### config.mk
export PLATFORM = sky130hd
export DESIGN_NAME = result_narrower
export DESIGN_NICKNAME = d
export VERILOG_FILES = /design/src/rtl/mme_pkg.sv /design/src/rtl/pipe_reg_stage.sv /design/src/rtl/result_narrower.sv
export SDC_FILE = /design/constraint.sdc
export NUM_CORES = 1
export LEC_CHECK = 0
export CORE_MARGIN = 3
export CORE_UTILIZATION = 48
export DETAILED_ROUTE_END_ITERATION = 6
export PLACE_DENSITY = 0.78
export SETUP_SLACK_MARGIN = 0.3
export SYNTH_ARGS = -nofsm -noshare
export SYNTH_HDL_FRONTEND = slang
export SYNTH_SLANG_ARGS = --single-unit
### constraint.sdc
create_clock -name clk_i -period 2.6 [get_ports clk_i]
set_clock_uncertainty 0.2 [all_clocks]
set_input_delay 0.52 -clock clk_i [delete_from_list [all_inputs] [get_ports clk_i]]
set_output_delay 0.52 -clock clk_i [all_outputs]
set_load 0.005 [all_outputs]
### src/rtl/mme_pkg.sv
// Shared constants and helpers for the matrix multiply engine result path.
package mme_pkg;

  function automatic int unsigned clog2(input int unsigned v);
    int unsigned r;
    r = 0;
    while ((32'd1 << r) < v) r++;
    return r;
  endfunction

  localparam int unsigned MME_WIDTH     = 8;
  localparam int unsigned MME_RES_WIDTH = MME_WIDTH + clog2(MME_WIDTH);

endpackage

### src/rtl/pipe_reg_stage.sv
// One-entry valid/ready pipeline register; accepts whenever empty or draining.
module pipe_reg_stage #(
  parameter int unsigned DW = 8
) (
  input  logic          clk_i,
  input  logic          rst_i,
  input  logic          in_valid_i,
  output logic          in_ready_o,
  input  logic [DW-1:0] in_data_i,
  output logic          out_valid_o,
  input  logic          out_ready_i,
  output logic [DW-1:0] out_data_o
);

  logic          valid_q, valid_d;
  logic [DW-1:0] data_q, data_d;

  always_comb begin
    in_ready_o = !valid_q || out_ready_i;
    valid_d    = valid_q;
    data_d     = data_q;
    if (in_ready_o) begin
      valid_d = in_valid_i;
      if (in_valid_i) data_d = in_data_i;
    end
  end

  always_ff @(posedge clk_i or posedge rst_i) begin
    if (rst_i) begin
      valid_q <= 1'b0;
      data_q  <= '0;
    end else begin
      valid_q <= valid_d;
      data_q  <= data_d;
    end
  end

  assign out_valid_o = valid_q;
  assign out_data_o  = data_q;

endmodule

### src/rtl/result_narrower.sv
// Two-stage streaming narrower: shift/round into S1, saturate into S2, count clamps.
// Rounding (round-half-up) is enabled by defining NARROW_ROUND_EN; otherwise truncation.
module result_narrower
  import mme_pkg::*;
#(
  parameter int unsigned WIDTH     = MME_WIDTH,
  parameter int unsigned RES_WIDTH = MME_RES_WIDTH,
  parameter int unsigned SHIFT     = 0,
  parameter int unsigned CNT_WIDTH = 16
) (
  input  logic                 clk_i,
  input  logic                 rst_i,
  input  logic                 in_valid_i,
  output logic                 in_ready_o,
  input  logic [RES_WIDTH-1:0] in_sum_i,
  input  logic                 in_last_i,
  output logic                 out_valid_o,
  input  logic                 out_ready_i,
  output logic [WIDTH-1:0]     out_data_o,
  output logic                 out_sat_o,
  output logic                 out_last_o,
  output logic [CNT_WIDTH-1:0] sat_count_o
);

  localparam int unsigned TW = RES_WIDTH + 1;

`ifdef NARROW_ROUND_EN
  localparam int unsigned RSH = (SHIFT > 0) ? SHIFT - 1 : 0;
  localparam logic [TW-1:0] RND = (SHIFT > 0) ? (TW'(1) << RSH) : '0;
`else
  localparam logic [TW-1:0] RND = '0;
`endif

  logic [TW-1:0]    t;
  logic             s1_ready, s1_valid, s2_ready;
  logic [TW:0]      s1_q;
  logic             sat;
  logic [WIDTH-1:0] narrowed;
  logic [CNT_WIDTH-1:0] sat_cnt_q, sat_cnt_d;

  // Extra top bit keeps the rounding carry from wrapping.
  always_comb t = ({1'b0, in_sum_i} + RND) >> SHIFT;

  pipe_reg_stage #(.DW(TW + 1)) u_s1 (
    .clk_i       (clk_i),
    .rst_i       (rst_i),
    .in_valid_i  (in_valid_i),
    .in_ready_o  (s1_ready),
    .in_data_i   ({in_last_i, t}),
    .out_valid_o (s1_valid),
    .out_ready_i (s2_ready),
    .out_data_o  (s1_q)
  );

  always_comb begin
    sat      = |s1_q[TW-1:WIDTH];
    narrowed = sat ? '1 : s1_q[WIDTH-1:0];
  end

  pipe_reg_stage #(.DW(WIDTH + 2)) u_s2 (
    .clk_i       (clk_i),
    .rst_i       (rst_i),
    .in_valid_i  (s1_valid),
    .in_ready_o  (s2_ready),
    .in_data_i   ({s1_q[TW], sat, narrowed}),
    .out_valid_o (out_valid_o),
    .out_ready_i (out_ready_i),
    .out_data_o  ({out_last_o, out_sat_o, out_data_o})
  );

  assign in_ready_o = s1_ready && !rst_i;

  always_comb begin
    sat_cnt_d = sat_cnt_q;
    if (out_valid_o && out_ready_i && out_sat_o && (sat_cnt_q != '1))
      sat_cnt_d = sat_cnt_q + CNT_WIDTH'(1);
  end

  always_ff @(posedge clk_i or posedge rst_i) begin
    if (rst_i) sat_cnt_q <= '0;
    else       sat_cnt_q <= sat_cnt_d;
  end

  assign sat_count_o = sat_cnt_q;

endmodule
==> results by group, run 1 <==
Clocking
  • CTS tree: built
  • CTS sink count: 40
  • Deepest clock path buffer count: 2
  • CTS HTree Levels: 2
  • Hold_buf cts: 0
  • Total CTS buffers: 5
  • Clk_lat worst skew: between 0.3 and 0.4 ns
  • Post-CTS Repair Setup Buffers: 0
  • Clock-pin slew on the worst setup and hold paths: roughly 0.11 ns
  • Clock Tree Root: clkbuf_4

Critical path
  • Critical path endpoint category: primary output
  • Crit path max fanout: 8
  • CP Data Required Time: 1.88 ns
  • Worst-path cell chain: clkdlybuf4s50_1
  • Buf/Inv on CP: 1
  • Crit path max-delay family: buffers and inverters
  • Critical Path Max Stage Delay: ~0.55 ns
  • Critical Path AT: roughly 1.4 ns
  • Startpoint types: flop
  • Crit Path Class: reg2out
  • Slowest-stage cell, CP: clkdlybuf4s50_1

Layout
  • Final Instance Area: 2280 um^2
  • Area grow syn2layout: 31.0%
  • Layout cells sized above 1: between 10% and 20%
  • Layout Utilization: between 60% and 70%
  • Antenna diode count: 0
  • Final Non-Filler Cells: approximately 250
  • Nets: between 200 and 250
  • Number of fill cells: 267

Timing
  • Max Clock Freq: 472 MHz
  • PnR worst setup slack: 0.483 ns
  • Fin. max-slew vios: 0
  • Slew margin rel.: between 30% and 40%
  • Unrepaired setup endpoints after global routing: no
  • Worst hold margin: ~0.28 ns
  • Final Hold Viols: 0
  • Setup TNS: 0 ns
  • Crit path time final: between 2 and 2.5 ns
  • Actual slew at the worst max-slew pin: approximately 0.95 ns
  • Final setup fails: 0
  • Fin crit share: approximately four fifths

Power
  • Final Power: 1.54 mW
  • Peak supply drop: 0.401 mV
  • Leakage: 0.999 nW
  • Pwr dens: between 600 and 700 nW/um^2

Outcome
  • Outcome: completed

Placed design
  • Port bufs: 43
  • Post-DP HPWL: roughly 2.5 mm
  • Dpl cell area: ~2200 um^2
  • Place WS: just under 0.09 ns
  • Dpl cells: between 200 and 250
  • Placer's final routability congestion estimate: 0.881

Yosys
  • Synth Net Count: 175
  • Yosys top cell area share: 57.5%
  • Seq cells post-synth: 40
  • Top cells by area, synth: dfrtp_1 (57%), mux2_2 (7.8%), nand2_1 (6.7%)
  • Post-synth top cells: dfrtp_1 (40), nand2_1 (31), nand3_1 (14)
  • Distinct cells, synth: 27
  • Synth Instances: between 150 and 200
  • Yosys warns: 0
  • Synthesized cell area: ~1700 um^2
  • Register area share after synthesis: a little under three fifths
  • Avg Inst Size Synth: roughly 11 um^2
  • Count leader, synth: dfrtp_1
  • Dominant synthesized flop cell: dfrtp_1
  • Number of flops mapped to enable cells by yosys: 0
  • Area leader, netlist: dfrtp_1
  • Ys async rst share: 100%

Detailed routing
  • DRT iter0 DRCs: 96
  • Final ANT Viol Nets: 0
  • Drt pass-1 iters: 4
  • Wire length per cell: 13.2 um
  • Via-to-Cell Ratio: around 5.2
  • Residual DRC: 0
  • WL final: 3.34 mm
  • Vias: 1319

Job
  • Max-cap violations: 0

Min path
  • Hold Path Class: reg2reg

Floorplanning
  • I/O Pins: 44
  • Initial Util: just over 50%
  • Site row count: 21
  • Die height: approximately 66 um
  • Floorplan die width: around 66 um
  • Die area: approximately 4400 um^2
  • Core ar.: between 3000 and 4000 um^2

Global route
  • Largest net degree at the start of global routing: 41
  • First-pass GRT wire length: about 5.9 mm
  • Total Routing Usage GR: 17.9%
  • Number of global-route vias before repair: between 1000 and 1500
  • Initial antenna violation count: 0
  • Global route overflow: 0
-- worst min-delay path: cells and delay by family, from the launching register on --
kind	cells	cell delay, ns
AND/OR/NAND/NOR	2	0.10
flip-flops	1	0.36
-- cell type report --
cell class | count | area [um^2] | area share [%]
clock buffers | 8 | 58.8 | 2.58
inverters | 2 | 7.51 | 0.329
multi-input cells | 112 | 717 | 31.4
flip-flops and latches | 40 | 1000 | 43.9
well taps | 46 | 57.6 | 2.52
repair buffers | 44 | 439 | 19.3
-- power by group --
part | internal, mW | total (mW) | leakage (nW) | switching (mW)
Sequential | 0.725 | 0.824 | 0.478 | 0.0983
Clock | 0.134 | 0.320 | 0.0326 | 0.186
Combinational | 0.244 | 0.396 | 0.488 | 0.151
Total | 1.10 | 1.54 | 0.999 | 0.436
-- path summary, 6_finish.rpt --
path	from	end	slack (ns)	cells after the start
max in group asynchronous	rst_i	u_s1.out_data_o[3]$_DFFE_PP0P_	1.45	3
worst max-delay path	sat_count_o[4]$_DFFE_PP0P_	sat_count_o[4]	0.48	1
worst max register to register	sat_count_o[0]$_DFFE_PP0P_	sat_count_o[14]$_DFFE_PP0P_	0.53	5
worst min register to register	u_s1.out_data_o[12]$_DFFE_PP0P_	u_s2.out_data_o[9]$_DFFE_PP0P_	0.28	2
worst min-delay path	u_s1.out_data_o[12]$_DFFE_PP0P_	u_s2.out_data_o[9]$_DFFE_PP0P_	0.28	2
min in group asynchronous	rst_i	u_s2.out_data_o[9]$_DFFE_PP0P_	0.42	3
-- cell usage in the layout, fill, tap and decap left out, types with 2 or more instances in the layout --
cell type / Yosys / layout
a211oi_1: 3 / 3
a21oi_1: 6 / 6
and3_1: 4 / 4
clkbuf_1: 1 / 2
clkbuf_4: 0 / 5
clkdlybuf4s50_1: 0 / 41
dfrtp_1: 40 / 40
inv_1: 2 / 2
mux2_2: 12 / 12
nand2_1: 31 / 31
nand2b_1: 4 / 4
nand3_1: 14 / 14
nand4_1: 6 / 6
nor2_1: 5 / 5
nor3_1: 2 / 2
nor4_1: 3 / 3
xnor2_1: 5 / 5
xor2_1: 7 / 7
-- sequential cells by signal (all words and copies together) (netlist names) --
register,cells
sat_count_o,16
u_s1.out_data_o,12
u_s1.out_valid_o,1
u_s2.out_data_o,10
u_s2.out_valid_o,1
-- cells by family after synthesis --
kind of cell               after synthesis  share of synthesized area [%]
and+or+nand+nor                         73                           20.5
DFF                                     40                           57.5
adders and majority gates                1                          0.718
buffers and inverters                    6                           1.51
xor gates and xnor gates                12                           6.03
muxes                                   13                           8.62
AOI/OAI and AO/OA                       13                           5.10
-- timing repair --
action / 4_1_cts / 5_1_grt
gates cloned: 0 / 0
setup endpoints to repair: 1 / 1
gates resized for setup: 1 / 2
pin swaps: 0 / 1
-- per-layer routing --
metal  vias to the layer above  track usage (%)  wire, um
met4                         0             8.12        75
met2                        46             29.1      1680
li1                        641                -         -
met3                         7             7.48       245
met1                       625             20.2      1330
met5                         -                0         0
Note: power is estimated with default switching activity, not from simulation.
==> run 2, diff against run 1 <==
--- a/config.mk
+++ b/config.mk
@@ -6,9 +6,9 @@
 export NUM_CORES = 1
 export LEC_CHECK = 0
 export CORE_MARGIN = 3
-export CORE_UTILIZATION = 48
+export CORE_UTILIZATION = 43
 export DETAILED_ROUTE_END_ITERATION = 6
-export PLACE_DENSITY = 0.78
+export PLACE_DENSITY = 0.74
 export SETUP_SLACK_MARGIN = 0.3
 export SYNTH_ARGS = -nofsm -noshare
 export SYNTH_HDL_FRONTEND = slang
==> constraint.sdc (replaced) <==
create_clock -name clk_i -period 1.83 [get_ports clk_i]
set_clock_uncertainty 0.2 [all_clocks]
set_input_delay 0.366 -clock clk_i [delete_from_list [all_inputs] [get_ports clk_i]]
set_output_delay 0.366 -clock clk_i [all_outputs]
set_load 0.005 [all_outputs]
==> results by group, run 2 (synthesis results as in run 1) <==
Outcome
  • Outcome: finished with violations
  • Failing checks: negative setup slack

Detailed routing
  • Residual DRC: 0 (unchanged)
  • WL final: 6.59 mm (+98%)
  • Wire length per cell: 19.9 um (+50%)
  • Drt pass-1 iters: 5 (+1)
  • Met3 wire len: 391 um (+60%)
  • Top Metal Used: met4
  • Via-to-Cell Ratio: 5.45 (+4.2%)
  • Metal2 WL: 3.66 mm (+120%)
  • DRT iter0 DRCs: 204 (+110%)
  • Final ANT Viol Nets: 0 (unchanged)
  • Met1 WL: 2.36 mm (+77%)
  • Vias: 1811 (+37%)

Power
  • Pwr dens: 910 nW/um^2 (+35%)
  • Power share of the clock group: 20.2% (-0.6 points)
  • Switch Pwr: 0.972 mW (+120%)
  • Switching share of power: 32.0% (+3.6 points)
  • Peak supply drop: 0.705 mV (+76%)
  • Leakage: 1.58 nW (+59%)
  • Power Internal: 2.07 mW (+87%)
  • Comb power frac: 41.5% (+16 points)
  • Sequential power share: 38.3% (-15 points)
  • Final Power: 3.04 mW (+97%)

Critical path
  • Buf/Inv on CP: 0 (-1)
  • Slowest-stage cell, CP: or3_4
  • Crit Path Class: reg2reg
  • R2r worst-path depth: 4 (-1)
  • Critical Path AT: 1.85 ns (+0.45 ns)
  • Crit path max-delay family: simple AND/OR/NAND/NOR gates
  • Crit path max fanout: 3 (-5)
  • FF-to-FF setup slack: -0.04 ns (-0.57 ns)
  • Critical path endpoint category: flop
  • CP Data Required Time: 1.81 ns (-0.07 ns)
  • Critical Path Max Stage Delay: 0.45 ns (-0.10 ns)
  • Critical Path Source: sat_count_o[6]$_DFFE_PP0P_
  • Startpoint types: flop
  • Worst-path cell chain: nand4_1, or3_4, o21a_4, mux2_4
  • Reg2Reg Capture Point: sat_count_o[1]$_DFFE_PP0P_
  • Reg2reg start: sat_count_o[6]$_DFFE_PP0P_

Clocking
  • Clock-pin slew on the worst setup and hold paths: 0.08 ns (-0.03 ns)
  • Clock Tree Root: clkbuf_8
  • Deepest clock path buffer count: 2 (unchanged)
  • Clk_lat worst skew: 0.29 ns (-0.05 ns)
  • CTS sink count: 40 (unchanged)
  • Total CTS buffers: 5 (unchanged)
  • CTS HTree Levels: 2 (unchanged)
  • CTS tree: built

Placed design
  • Post-DP HPWL: 2.96 mm (+18%)
  • Dpl cells: 271 (+11%)
  • Port bufs: 43 (unchanged)
  • Placer's final routability congestion estimate: 0.825 (-6.3%)
  • Dpl cell area: 2470 um^2 (+11%)

Timing
  • Final setup fails: 2 (+2)
  • Max Clock Freq: approximately 530 MHz
  • Actual slew at the worst max-slew pin: 0.403 ns (-0.550 ns)
  • Unrepaired setup endpoints after global routing: yes
  • Crit path time final: roughly 1.9 ns
  • Final Hold Viols: 0 (unchanged)
  • Fin. max-slew vios: 0 (unchanged)
  • Fin crit share: 102%
  • PnR worst setup slack: -0.0420 ns (-0.525 ns)
  • Worst hold margin: 0.272 ns (-0.0117 ns)
  • Slew margin rel.: 73.2% (+37 points)

Layout
  • Most common cell after layout, fill and taps aside: buf_4
  • Layout Utilization: 88.6% (+22 points)
  • Area grow syn2layout: 91.7%
  • Most frequent cells in the layout: buf_4 (43), dfrtp_1 (39), buf_6 (37)
  • Max reg flops: 16 (unchanged)
  • Layout cells sized above 1: 53.5% (+42 points)
  • Number of fill cells: 168 (-37%)
  • Nets: 300 (+35%)
  • Antenna diode count: 0 (unchanged)
  • Final Instance Area: 3340 um^2 (+46%)
  • Final Non-Filler Cells: 332 (+32%)

Floorplanning
  • Initial Util: 46.2% (-4.8 points)
  • I/O Pins: 44 (unchanged)
  • Die height: 69.6 um (+5.1%)
  • Core ar.: 3770 um^2 (+10%)
  • Floorplan die width: 69.6 um (+5.1%)
  • Die area: 4850 um^2 (+11%)
  • Site row count: 22 (+4.8%)

Global route
  • Initial antenna violation count: 0 (unchanged)
  • First-pass GRT wire length: 8.51 mm (+44%)
  • Global route overflow: 0 (unchanged)
  • Largest net degree at the start of global routing: 41 (unchanged)
  • Number of global-route vias before repair: 1830 (+36%)
  • Total Routing Usage GR: 22.1% (+4.2 points)

Job
  • Max-cap violations: 0 (unchanged)

Min path
  • Hold Path Class: in2async
[run 2: cell count changes in the layout (fill, tap and decap cells not counted), moves of 4 or more]
cell             change
clkbuf_8             +5
buf_12               +4
mux2_4              +12
clkbuf_2             +9
buf_6               +37
nand2_1              -5
clkdlybuf4s15_1      +9
clkbuf_4             -5
buf_4               +42
mux2_2              -12
clkdlybuf4s50_1     -27
[run 2: what timing repair did]
action                     4_1_cts  5_1_grt
cloned                           1        0
pin swaps                       15       20
setup buffers                   39       13
gates resized for setup        108       68
setup endpoints to repair       66       59
hold buffers                     0        0
[run 2: area by class of cell]
| class | instances | area, um^2 | share of cell area, % |
|---|---|---|---|
| Timing Repair Buffer | 122 | 1160 | 34.9 |
| Multi-Input combinational cell | 112 | 1010 | 30.4 |
| Sequential cell | 40 | 1000 | 30.0 |
| Clock buffer | 8 | 90.1 | 2.70 |
| Tap cell | 48 | 60.1 | 1.80 |
| Inverter | 2 | 7.51 | 0.225 |
[run 2: routing by layer]
layer | track usage (%) | up-vias
met2 | 44.2 | 93
li1 | - | 799
met4 | 5.74 | 0
met3 | 5.22 | 23
met5 | 0 | -
met1 | 22.4 | 896
[run 2: worst max path at each step]
stage | endpoint | cells after the start
finish | sat_count_o[1]$_DFFE_PP0P_ | 4
global route | sat_count_o[1]$_DFFE_PP0P_ | 5
CTS | sat_count_o[1]$_DFFE_PP0P_ | 5
detailed placement | in_ready_o | 4
global placement | in_ready_o | 4
floorplan | sat_count_o[1]$_DFFE_PP0P_ | 5
[run 2: through the flow]
step	setup WS, ns	TNS [ns]
final	-0.0420	-0.0660
after global routing	-0.0602	-0.235
after CTS	0.0259	0
after detailed placement	-0.318	-6.88
after global placement	-0.286	-5.92
after floorplan	0.0170	0
[run 2: power by group through the flow]
| stage | sequential, mW | clock, mW | combinational [mW] |
|---|---|---|---|
| 2_1_floorplan | 1.16 | 0 | 0.310 |
| 5_1_grt | 1.17 | 0.656 | 1.33 |
| 3_5_place_dp | 1.18 | 0 | 0.689 |
| 6_report | 1.16 | 0.614 | 1.26 |
| 4_1_cts | 1.14 | 0.609 | 0.961 |
| 3_3_place_gp | 1.17 | 0 | 0.663 |
[run 2: worst register-to-register path, delay by kind of cell, from the launching register on]
family	cells	cell delay, ns
AND/OR/NAND/NOR	2	0.65
flip-flops	1	0.39
AO/OA/AOI/OAI	1	0.22
multiplexers	1	0.29
==> run 3, diff against run 2 <==
--- a/config.mk
+++ b/config.mk
@@ -10,6 +10,7 @@
 export DETAILED_ROUTE_END_ITERATION = 6
 export PLACE_DENSITY = 0.74
 export SETUP_SLACK_MARGIN = 0.3
+export SLEW_MARGIN = 30
 export SYNTH_ARGS = -nofsm -noshare
 export SYNTH_HDL_FRONTEND = slang
 export SYNTH_SLANG_ARGS = --single-unit
==> results of run 3 <==
Final layout, timing and power as in run 2 (identical DEF).
